$ cat src/rtl/riscv_pkg.sv
`default_nettype none
// ============================================================================
//  Module   : riscv_pkg
//  Purpose  : Shared pipeline constants (XLEN, NOP bubble, default reset PC).
//  Revision : 1.0  initial release
// ============================================================================
package riscv_pkg;
    localparam int          XLEN             = 32;
    localparam logic [31:0] NOP_INSTR        = 32'h0000_0013;
    localparam logic [31:0] RESET_PC_DEFAULT = 32'h0000_0000;
endpackage
`default_nettype wire

$ cat src/rtl/fetch_fifo.sv
`default_nettype none
// ============================================================================
//  Module   : fetch_fifo
//  Purpose  : Synchronous FIFO of {pc, instr} entries with flush and count.
//  Revision : 1.0  initial release
// ============================================================================
module fetch_fifo #(
    parameter int DEPTH = 4,
    parameter int WIDTH = 64
) (
    input  logic                         clk,
    input  logic                         reset,
    input  logic                         push,
    input  logic [WIDTH-1:0]             push_data,
    input  logic                         pop,
    input  logic                         flush,
    output logic [WIDTH-1:0]             head_data,
    output logic                         empty,
    output logic [$clog2(DEPTH+1)-1:0]   count
);
    localparam int c_aw = $clog2(DEPTH);
    localparam int c_cw = $clog2(DEPTH+1);

    logic [WIDTH-1:0] r_mem [DEPTH];
    logic [c_aw-1:0]  r_wr_ptr;
    logic [c_aw-1:0]  r_rd_ptr;
    logic [c_cw-1:0]  r_count;
    logic             w_full;
    logic             w_wr_en;
    logic             w_rd_en;

    assign empty     = (r_count == '0);
    assign w_full    = (r_count == c_cw'(DEPTH));
    assign w_wr_en   = push && !w_full && !flush;
    assign w_rd_en   = pop && !empty && !flush;
    assign count     = r_count;
    assign head_data = r_mem[r_rd_ptr];

    always_ff @(posedge clk or posedge reset) begin
        if (reset) begin
            r_wr_ptr <= '0;
            r_rd_ptr <= '0;
            r_count  <= '0;
        end else if (flush) begin
            r_wr_ptr <= '0;
            r_rd_ptr <= '0;
            r_count  <= '0;
        end else begin
            if (w_wr_en) r_wr_ptr <= r_wr_ptr + c_aw'(1);
            if (w_rd_en) r_rd_ptr <= r_rd_ptr + c_aw'(1);
            case ({w_wr_en, w_rd_en})
                2'b10:   r_count <= r_count + c_cw'(1);
                2'b01:   r_count <= r_count - c_cw'(1);
                default: r_count <= r_count;
            endcase
        end
    end

    // Storage carries no reset; validity is tracked by the pointers alone.
    always_ff @(posedge clk) begin
        if (w_wr_en) r_mem[r_wr_ptr] <= push_data;
    end

    // The fetch credit scheme must never let a response arrive into a full buffer.
    a_no_overflow: assert property (@(posedge clk) disable iff (reset) !(push && w_full && !flush));

endmodule
`default_nettype wire

$ cat src/rtl/if_fetch_unit.sv
`default_nettype none
// ============================================================================
//  Module   : if_fetch_unit
//  Purpose  : IF stage: PC, credit-limited imem requests, response buffering,
//             redirect flush with in-flight kill, NOP bubble when empty.
//  Revision : 1.0  initial release
// ============================================================================
module if_fetch_unit
    import riscv_pkg::*;
#(
    parameter logic [31:0] RESET_PC   = RESET_PC_DEFAULT,
    parameter int          FIFO_DEPTH = 4
) (
    input  logic        clk,
    input  logic        reset,
    output logic        imem_req,
    output logic [31:0] imem_addr,
    input  logic        imem_gnt,
    input  logic        imem_rvalid,
    input  logic [31:0] imem_rdata,
    input  logic        redirect,
    input  logic [31:0] redirect_pc,
    input  logic        if_id_write,
    output logic        if_valid,
    output logic [31:0] if_pc,
    output logic [31:0] if_instr,
    output logic        fetch_misaligned
);
    localparam int c_cw  = $clog2(FIFO_DEPTH+1);
    localparam int c_cw1 = c_cw + 1;

    logic [31:0]     r_fetch_pc;
    logic [31:0]     r_resp_pc;
    logic [c_cw-1:0] r_outstanding;
    logic [c_cw-1:0] r_kill;
    logic            r_misaligned;

    logic [c_cw-1:0] w_fifo_count;
    logic            w_fifo_empty;
    logic [63:0]     w_head;
    logic [c_cw:0]   w_inflight;
    logic            w_grant;
    logic            w_rsp;
    logic            w_kill_now;
    logic            w_push;
    logic            w_pop;
    logic [31:0]     w_target;

    // Words in flight plus words buffered may never exceed the buffer size.
    assign w_inflight = {1'b0, r_outstanding} + {1'b0, w_fifo_count};
    assign imem_req   = !reset && !redirect && (w_inflight < c_cw1'(FIFO_DEPTH));
    assign imem_addr  = r_fetch_pc;
    assign w_grant    = imem_req && imem_gnt;
    assign w_rsp      = imem_rvalid && (r_outstanding != '0);
    assign w_kill_now = (r_kill != '0);
    assign w_push     = w_rsp && !w_kill_now && !redirect;
    assign w_pop      = if_id_write && if_valid && !redirect;
    assign w_target   = {redirect_pc[31:2], 2'b00};

    always_ff @(posedge clk or posedge reset) begin
        if (reset) begin
            r_fetch_pc    <= RESET_PC;
            r_resp_pc     <= RESET_PC;
            r_outstanding <= '0;
            r_kill        <= '0;
            r_misaligned  <= 1'b0;
        end else begin
            r_outstanding <= r_outstanding + c_cw'(w_grant) - c_cw'(w_rsp);
            r_misaligned  <= redirect && (redirect_pc[1:0] != 2'b00);
            if (redirect) begin
                r_fetch_pc <= w_target;
                r_resp_pc  <= w_target;
                // Every request still in flight after this cycle is stale.
                r_kill     <= r_outstanding - c_cw'(w_rsp);
            end else begin
                if (w_grant)              r_fetch_pc <= r_fetch_pc + 32'd4;
                if (w_push)               r_resp_pc  <= r_resp_pc + 32'd4;
                if (w_rsp && w_kill_now)  r_kill     <= r_kill - c_cw'(1);
            end
        end
    end

    fetch_fifo #(
        .DEPTH (FIFO_DEPTH),
        .WIDTH (64)
    ) u_fetch_fifo (
        .clk       (clk),
        .reset     (reset),
        .push      (w_push),
        .push_data ({r_resp_pc, imem_rdata}),
        .pop       (w_pop),
        .flush     (redirect),
        .head_data (w_head),
        .empty     (w_fifo_empty),
        .count     (w_fifo_count)
    );

    assign if_valid         = !w_fifo_empty;
    assign if_pc            = if_valid ? w_head[63:32] : 32'h0000_0000;
    assign if_instr         = if_valid ? w_head[31:0]  : NOP_INSTR;
    assign fetch_misaligned = r_misaligned;

endmodule
`default_nettype wire

$ cat config.mk
export PLATFORM = sky130hd
export DESIGN_NAME = if_fetch_unit
export DESIGN_NICKNAME = d
export VERILOG_FILES = /design/src/rtl/riscv_pkg.sv /design/src/rtl/fetch_fifo.sv /design/src/rtl/if_fetch_unit.sv
export SDC_FILE = /design/constraint.sdc
export NUM_CORES = 1
export LEC_CHECK = 0
export BUFFER_PORTS_ARGS = -buffer_cell sky130_fd_sc_hd__clkbuf_2
export CAP_MARGIN = 0
export CORE_MARGIN = 1.5
export CORE_UTILIZATION = 55
export CTS_BUF_LIST = sky130_fd_sc_hd__clkbuf_2 sky130_fd_sc_hd__clkbuf_4 sky130_fd_sc_hd__clkbuf_8
export CTS_CLUSTER_DIAMETER = 40
export DETAILED_ROUTE_END_ITERATION = 8
export PLACE_DENSITY_LB_ADDON = 0.05
export SLEW_MARGIN = 20
export SYNTH_ARGS = -nofsm -noshare
export SYNTH_HDL_FRONTEND = slang
export SYNTH_SLANG_ARGS = --single-unit
$ cat constraint.sdc
create_clock -name clk -period 6.68 [get_ports clk]
set_input_delay 1.336 -clock clk [delete_from_list [all_inputs] [get_ports clk]]
set_output_delay 1.336 -clock clk [all_outputs]
set_load 0.005 [all_outputs]
# == After elaboration in Yosys (flattened, before gate mapping) ==
# Memories as Yosys holds them, arrays and structs flattened.
# Index checks and enable logic that the tools add are counted.
# classes
order_cmp,1
eq_ne,3
n_mux,16
addsub,11
n_reduce_logical,29
# op_table
op,n
32-bit two-way mux,6
"32-bit by 3-bit adder with 32-bit output, second input constant",2
1-bit logical AND,14
2-bit nonzero test,6
3-bit two-way mux,3
3-bit nonzero test,3
2-bit two-way mux,4
3-bit case mux with 2 select lines,1
3-bit by 1-bit subtractor with 3-bit output,2
"3-bit by 1-bit subtractor with 3-bit output, second input constant",2
1-bit logical NOT,5
"2-bit by 1-bit adder with 2-bit output, second input constant",2
3-bit by 3-bit adder with 4-bit output,1
"4-bit by 3-bit less-than comparator with 1-bit output, second input constant",1
3-bit by 1-bit adder with 3-bit output,1
"3-bit by 1-bit adder with 3-bit output, second input constant",1
"3-bit == test, second input constant",1
3-bit logical NOT,1
"2-bit by 1-bit == test with 1-bit output, second input constant",1
"2-bit == test, second input constant",1
1-bit two-way mux,2
# totals
memories,1
mem_bits_rw,256
regBits,78
input_bits,70
word_cells,69
# mem_list
name,depth,width,rd,rd_ports_with_merged_regs,wr,line,text
u_fetch_fifo.r_mem,4,64,1,0,1,fetch_fifo.sv:24,logic [WIDTH-1:0] r_mem [DEPTH];

# == Logic depth before layout (Yosys ltp) ==
# Gate-level depths: netlist of run 1.
# logic_depth
word_depth,9
ltp_mapped,13
depth_no_buf,11

# == By module ==
# From an unflattened synthesis of run 1, not the netlist that was laid out.
# hier_totals
hier_cells,901
area_unflattened_um2,14222.4
# by_module_without_submodules
module,instances,seq_area_each_um2,cells_per_inst,area_per_inst_um2
fetch_fifo,1,7862.5,401,9809.4
if_fetch_unit,1,1676.6,500,4413.0

# == Least setup slack after synthesis of run 1 ==
# OpenSTA, ideal clock, no wires.
# synth_timing
path_type,input to register
from,input imem_rvalid
to,memory u_fetch_fifo.r_mem[0][0] (enable)
path_stages,4
required_time_ps,6254
t_arrival_ps,3565
slack_ps,2688
n_path_buf,1
path_cell_list,nand3b_1 a2111oi_4 buf_4 and2_1
# synth_between
elab_chain_len,7
# synth_lines
item,line,text
start: declaration,if_fetch_unit.sv:19,"input logic imem_rvalid,"
1-bit logical AND,if_fetch_unit.sv:54,assign w_rsp = imem_rvalid && (r_outstanding != '0);
1-bit logical AND (2 in a row),if_fetch_unit.sv:56,assign w_push = w_rsp && !w_kill_now && !redirect;
1-bit logical AND (2 in a row),fetch_fifo.sv:34,assign w_wr_en = push && !w_full && !flush;
1-bit two-way mux,fetch_fifo.sv:61,if (w_wr_en) r_mem[r_wr_ptr] <= push_data;
1-bit two-way mux (not written as such),fetch_fifo.sv:61,
end: declaration,fetch_fifo.sv:24,
# No other way between the ends.

# == Final worst setup path of run 1 ==
# layout_timing
from,register u_fetch_fifo.r_rd_ptr[0]
to,output if_pc[27]
# layout_between
elab_chain_len,2
# layout_lines
item,line,text
start: declaration,fetch_fifo.sv:26,logic [c_aw-1:0] r_rd_ptr;
start signal: assignment,fetch_fifo.sv:50,if (w_rd_en) r_rd_ptr <= r_rd_ptr + c_aw'(1);
memory read 4 x 64 bit,-,
32-bit two-way mux,if_fetch_unit.sv:99,assign if_pc = if_valid ? w_head[63:32] : 32'h0000_0000;
end: declaration,if_fetch_unit.sv:25,"output logic [31:0] if_pc,"
# No other way between the ends.

==> reports/qor.txt, run 1 <==
Hold buffer count at CTS - 0
DIE AREA - 25800 um^2
Initial DRC Count - 431
Post-route ant nets - 0
Core area - 24400 um^2
Distinct cells, synth - 54
WS Path Type - reg -> out
TritonCTS Buffers - 52
Initial antenna violation count - 0
Crit path max fanout - 44
Die H - 161 um
Power Dens Cells - 336 nW/um^2
Max clock buf depth - 3
Final setup margin - 2.38 ns
Layout cell share with drive strength beyond 1 - 33.6%
Asr flop ratio synth - 23.0%
CP Capture Type - primary output
Post-place setup slack - 2.48 ns
RSZ-0062 raised after global routing - no
Gr ovfl total - 0
Status - complete, no violations
Die Span X - 161 um
Critical-path cell list - buf_4 > mux4_2 > and2_1 > clkbuf_2
DR vias - 7869
Max cap viols - 0
Layout Nets - 1127
CP required - 5.34 ns
# setup viols final - 0
Hold Path Class - reg -> reg
Yosys reg bits - 322
Syn_area_per_cell - 16.0 um^2
Cells after Synth - 853
# port buffers - 164
CTS clk-pin slew, worst paths - 0.06 ns
Max VDD drop - 0.000186 V
Clk_lat worst skew - 0.56 ns
Largest net degree at the start of global routing - 69
Clk root buf - clkbuf_8
WHS - 0.539 ns
Synthesis Warnings - 0
Synth-to-Final Area Change - 16.1%
Detailed Routing Iterations Pass 1 - 5
Post-CTS Setup Inserts - 0
GPL Wtd Cong - 0.818
Multi-input gate area - 4100 um^2
Register area share after synthesis - 68.0%
Tot Pwr - 5340 uW
Slew Viols, Final - 0
Crit path DAT - 2.96 ns
Vias per Instance - 5.60
Total GRT Usage - 21.3%
Final hold vios - 0
Clock Skew - 0.0202 ns
Vias in the first global route - 7817
Final WL - 26.9 mm
Residual DRC - 0
F_max - 233 MHz
Most common cell after layout, fill and taps aside - edfxtp_1
Setup_tns - 0 ns
Relative slew slack - 32.1%
Global-route wire length before repair - 42.5 mm
Site Rows - 57
Clock sinks - 322
Worst path max stage delay - 1.02 ns
H-tree levels - 2
Initial Util - 56.1%
Reg area - 9300 um^2
DR WL/cell - 19.1 um
Period utilization - 64.3%
Layout filler cell count - 1773
CTS tree - yes
Number of flops mapped to enable cells by yosys - 248
WP buf/inv - 2
Ports - 169
CTS resizes - 0
Detailed-placement wirelength estimate - 16.7 mm
Number of diodes - 0
CP max-delay cell - dfrtp_4
Pleak - 0.00583 uW
Startpoint types - flip-flop
Prevailing post-synth register cell - edfxtp_1
Commonest cells after routing, fill and taps aside - edfxtp_1, clkbuf_2, dfrtp_1
Final Critical Period - 4.30 ns
Post-Syn Area - 13700 um^2
Slew at the pin closest to its max-slew limit - 1.02 ns
Cell family with most CP delay - flip-flops
==> final timing paths <==
path                                                 startpoint                                   end  slack (ns)  cells past startpoint
max reg2reg                               r_kill[0]$_DFFE_PP0P_   u_fetch_fifo.r_mem[0][54]$_DFFE_PP_        3.29                      6
min                                       r_kill[1]$_DFFE_PP0P_                 r_kill[1]$_DFFE_PP0P_        0.54                      2
min in group asynchronous                                 reset     u_fetch_fifo.count[1]$_DFFE_PP0P_        0.66                      2
min reg2reg                               r_kill[1]$_DFFE_PP0P_                 r_kill[1]$_DFFE_PP0P_        0.54                      2
max in group asynchronous                                 reset  u_fetch_fifo.r_rd_ptr[0]$_DFFE_PP0P_        4.85                      3
max                        u_fetch_fifo.r_rd_ptr[0]$_DFFE_PP0P_                             if_pc[27]        2.38                      4
==> worst min-delay path: stages (launching register included) <==
cell and delay, ns:
dfrtp_1 0.34, o211ai_1 0.09, o21ai_0 0.07
==> per-stage QoR <==
| step | util [%] | cell area, um^2 | instances |
|---|---|---|---|
| 4_1_cts | 65.2 | 15900 | 1404 |
| 5_1_grt | 65.2 | 15900 | 1404 |
| 3_3_place_gp | 60.7 | 14800 | 1311 |
| 6_report | 65.2 | 15900 | 1404 |
| 3_5_place_dp | 60.7 | 14800 | 1311 |
| 2_1_floorplan | - | 13700 | 856 |
==> flip-flops by register name, indices dropped and copies added, names as in the netlist <==
register and count:
r_resp_pc 30, u_fetch_fifo.r_wr_ptr 2, fetch_misaligned 1, r_kill 3
u_fetch_fifo.r_rd_ptr 2, imem_addr 30, u_fetch_fifo.r_mem 248, r_outstanding 3
u_fetch_fifo.count 3
==> cells in the mapped netlist, types with 2 or more instances <==
cell type,instances,area share (%)
nor3_1,8,0.29
a31o_2,2,0.13
o211ai_1,9,0.49
nor3_2,3,0.22
nor2_2,3,0.14
nand4_1,27,1.2
o21ai_1,3,0.11
ha_1,14,1.3
buf_4,7,0.38
mux4_2,62,10
nand2b_1,2,0.091
inv_2,2,0.055
nand3_1,35,1.3
xor2_1,29,1.9
nand2_1,46,1.3
clkbuf_1,19,0.52
mux2i_1,3,0.22
mux2_2,13,1.1
xnor2_1,17,1.1
and3_1,10,0.46
or2_2,3,0.14
or3_1,6,0.27
a31oi_1,5,0.23
o31a_1,2,0.13
a21oi_1,9,0.33
nand3b_1,2,0.11
a21boi_0,4,0.22
and2_1,68,3.1
o311ai_0,3,0.19
dfrtp_1,74,14
nor2_1,24,0.66
o21ai_0,30,1.1
inv_1,19,0.52
nor2b_1,2,0.091
and4_1,6,0.38
edfxtp_1,248,54
fa_1,2,0.29
buf_2,16,0.59
==> cells by family after synthesis <==
logic type	count (synthesis)	share of synthesized area, %
XOR/XNOR	46	2.94
adder cells (fa/ha/maj)	16	1.57
AND/OR/NAND/NOR	251	10.3
AO/OA/AOI/OAI	74	3.50
multiplexers	78	11.5
other	1	0.0274
buffers and inverters	65	2.18
flip-flops	322	68.0
==> report_power, final <==
part	leakage [uW]	switching (uW)	internal (uW)
Sequential	0.00312	206	2300
Clock	0.000578	722	1030
Combinational	0.00213	508	580
Total	0.00583	1440	3900
==> area by class of cell <==
cell class                      count  area share (%)
Clock buffer                       76            5.72
Clock inverter                     17            1.18
Inverter                           21           0.496
Multi-Input combinational cell    469            25.8
Sequential cell                   322            58.5
Tap cell                          324            2.55
Timing Repair Buffer              175            5.68
==> per-layer routing <==
layer	part of all wire [%]	routed length [um]	track usage, %	vias up
met2	48	13000	34.5	241
met5	0	0	0	-
li1	-	-	-	3645
met1	45	12100	30.8	3957
met3	5.5	1480	3.56	26
met4	1.1	309	5.01	0
No activity file was read; power rests on OpenSTA's default activity.
==> run 2, diff against run 1 <==
- clock period: 6.68 -> 4.4 ns (I/O delays scaled with it)
==> reports/qor.txt, run 2 (synthesis gave the netlist of run 1 again) <==
Clk_lat worst skew - 0.55 ns
Post-route ant nets - 0
CTS tree - yes
RSZ-0062 raised after global routing - no
DR vias - 7909
Gr ovfl total - 0
Layout Nets - 1130
Post-Layout Inst Area - 15900 um^2
Die H - 161 um
Crit path max fanout - 19
# port buffers - 164
Ports - 169
Hold Path Class - in -> async
Period utilization - 77.5%
CP Capture Type - primary output
Setup_tns - 0 ns
CP max-delay cell - dfrtp_4
Crit path DAT - 2.53 ns
Commonest cells after routing, fill and taps aside - edfxtp_1, clkbuf_2, dfrtp_1
WP buf/inv - 2
CTS resizes - 0
Cell family with most CP delay - flip-flops
Clock sinks - 322
H-tree levels - 2
Core area - 24400 um^2
Max reg flops - 248
TritonCTS Buffers - 52
Max VDD drop - 0.000369 V
Post-placement cell count - 1314
Area post-placement - 14900 um^2
Relative slew slack - 36.8%
Slew at the pin closest to its max-slew limit - 0.943 ns
GPL Wtd Cong - 0.816
Status - complete, no violations
Post-CTS Setup Inserts - 0
Detailed Routing Iterations Pass 1 - 5
Most common cell after layout, fill and taps aside - edfxtp_1
Final Critical Period - 3.41 ns
Multi-input gate area - 4100 um^2
Slew Viols, Final - 0
Clk root buf - clkbuf_8
Max cap viols - 0
Tot Pwr - 8010 uW
DR WL/cell - 19.1 um
Pleak - 0.00584 uW
Total GRT Usage - 21.6%
Residual DRC - 0
Layout filler cell count - 1797
Site Rows - 57
Non-Filler Instances - 1410
DIE AREA - 25800 um^2
Detailed-placement wirelength estimate - 16.8 mm
Worst path max stage delay - 0.68 ns
Largest Register - u_fetch_fifo.r_mem
Hold buffer count at CTS - 0
Clock Skew - 0.00900 ns
F_max - 293 MHz
Final core occ - 65.3%
Critical-path cell list - buf_4 > mux4_2 > and2_1 > clkbuf_2
Number of diodes - 0
Vias in the first global route - 8087
Power Dens Cells - 503 nW/um^2
CP required - 3.52 ns
Layout cell share with drive strength beyond 1 - 33.1%
WS Path Type - reg -> out
Startpoint types - flip-flop
Initial DRC Count - 448
Initial antenna violation count - 0
Vias per Instance - 5.61
Global-route wire length before repair - 43.6 mm
Initial Util - 56.1%
Die Span X - 161 um
CTS clk-pin slew, worst paths - 0.06 ns
Final hold vios - 0
Max clock buf depth - 3
Final WL - 27.0 mm
# setup viols final - 0
Largest net degree at the start of global routing - 63
Synth-to-Final Area Change - 16.3%
Reg area - 9300 um^2
-- run 2: cell count changes in the layout (fill, tap and decap cells not counted), sizes merged --
| cell | before | now |
|---|---|---|
| inv | 22 | 21 |
| clkinv | 10 | 26 |
| clkbuf | 240 | 231 |
| clkinvlp | 2 | 0 |
| buf | 11 | 14 |
| bufinv | 4 | 3 |
-- run 2: report_power, final --
group          leakage (uW)  internal (uW)  switching [uW]  total, uW
registers           0.00312           3490             240       3730
clock network      0.000557           1420            1120       2540
logic               0.00216            902             843       1740
-- run 2: stage by stage --
stage | setup WS (ns) | hold slack [ns]
final | 0.991 | 0.387
after detailed placement | 1.16 | 0.538
after global routing | 0.807 | 0.399
after global placement | 1.22 | 0.542
after floorplan | 0.864 | 0.476
after CTS | 0.898 | 0.379
-- run 2: final cells by class --
class	count	share of cell area [%]
tap	324	2.55
sequential	322	58.4
inverter	21	0.495
multi-input combinational	469	25.8
timing repair buffer	178	6.21
clock buffer	67	5.24
clock inverter	29	1.30
-- run 2: layer usage --
layer / vias to the layer above / wire length [um] / GRT usage (%)
met4: 0 / 410 / 5.68
met2: 260 / 12700 / 34.5
li1: 3655 / - / -
met3: 37 / 1590 / 4.08
met5: - / 0 / 0
met1: 3957 / 12300 / 31.1
-- run 2: worst paths after layout --
kind / depth (start not counted) / from / end / slack (ns)
worst max-delay path: 4 / u_fetch_fifo.r_rd_ptr[0]$_DFFE_PP0P_ / if_pc[20] / 0.99
worst min-delay path: 2 / reset / imem_addr[25]$_DFFE_PP0N_ / 0.39
worst max register to register: 9 / r_kill[0]$_DFFE_PP0P_ / u_fetch_fifo.count[2]$_DFFE_PP0P_ / 1.53
worst min register to register: 1 / imem_addr[8]$_DFFE_PP0N_ / imem_addr[8]$_DFFE_PP0N_ / 0.56
max in group asynchronous: 3 / reset / r_resp_pc[12]$_DFFE_PP0N_ / 3.12
min in group clk: 1 / imem_rdata[22] / u_fetch_fifo.r_mem[2][22]$_DFFE_PP_ / 0.55
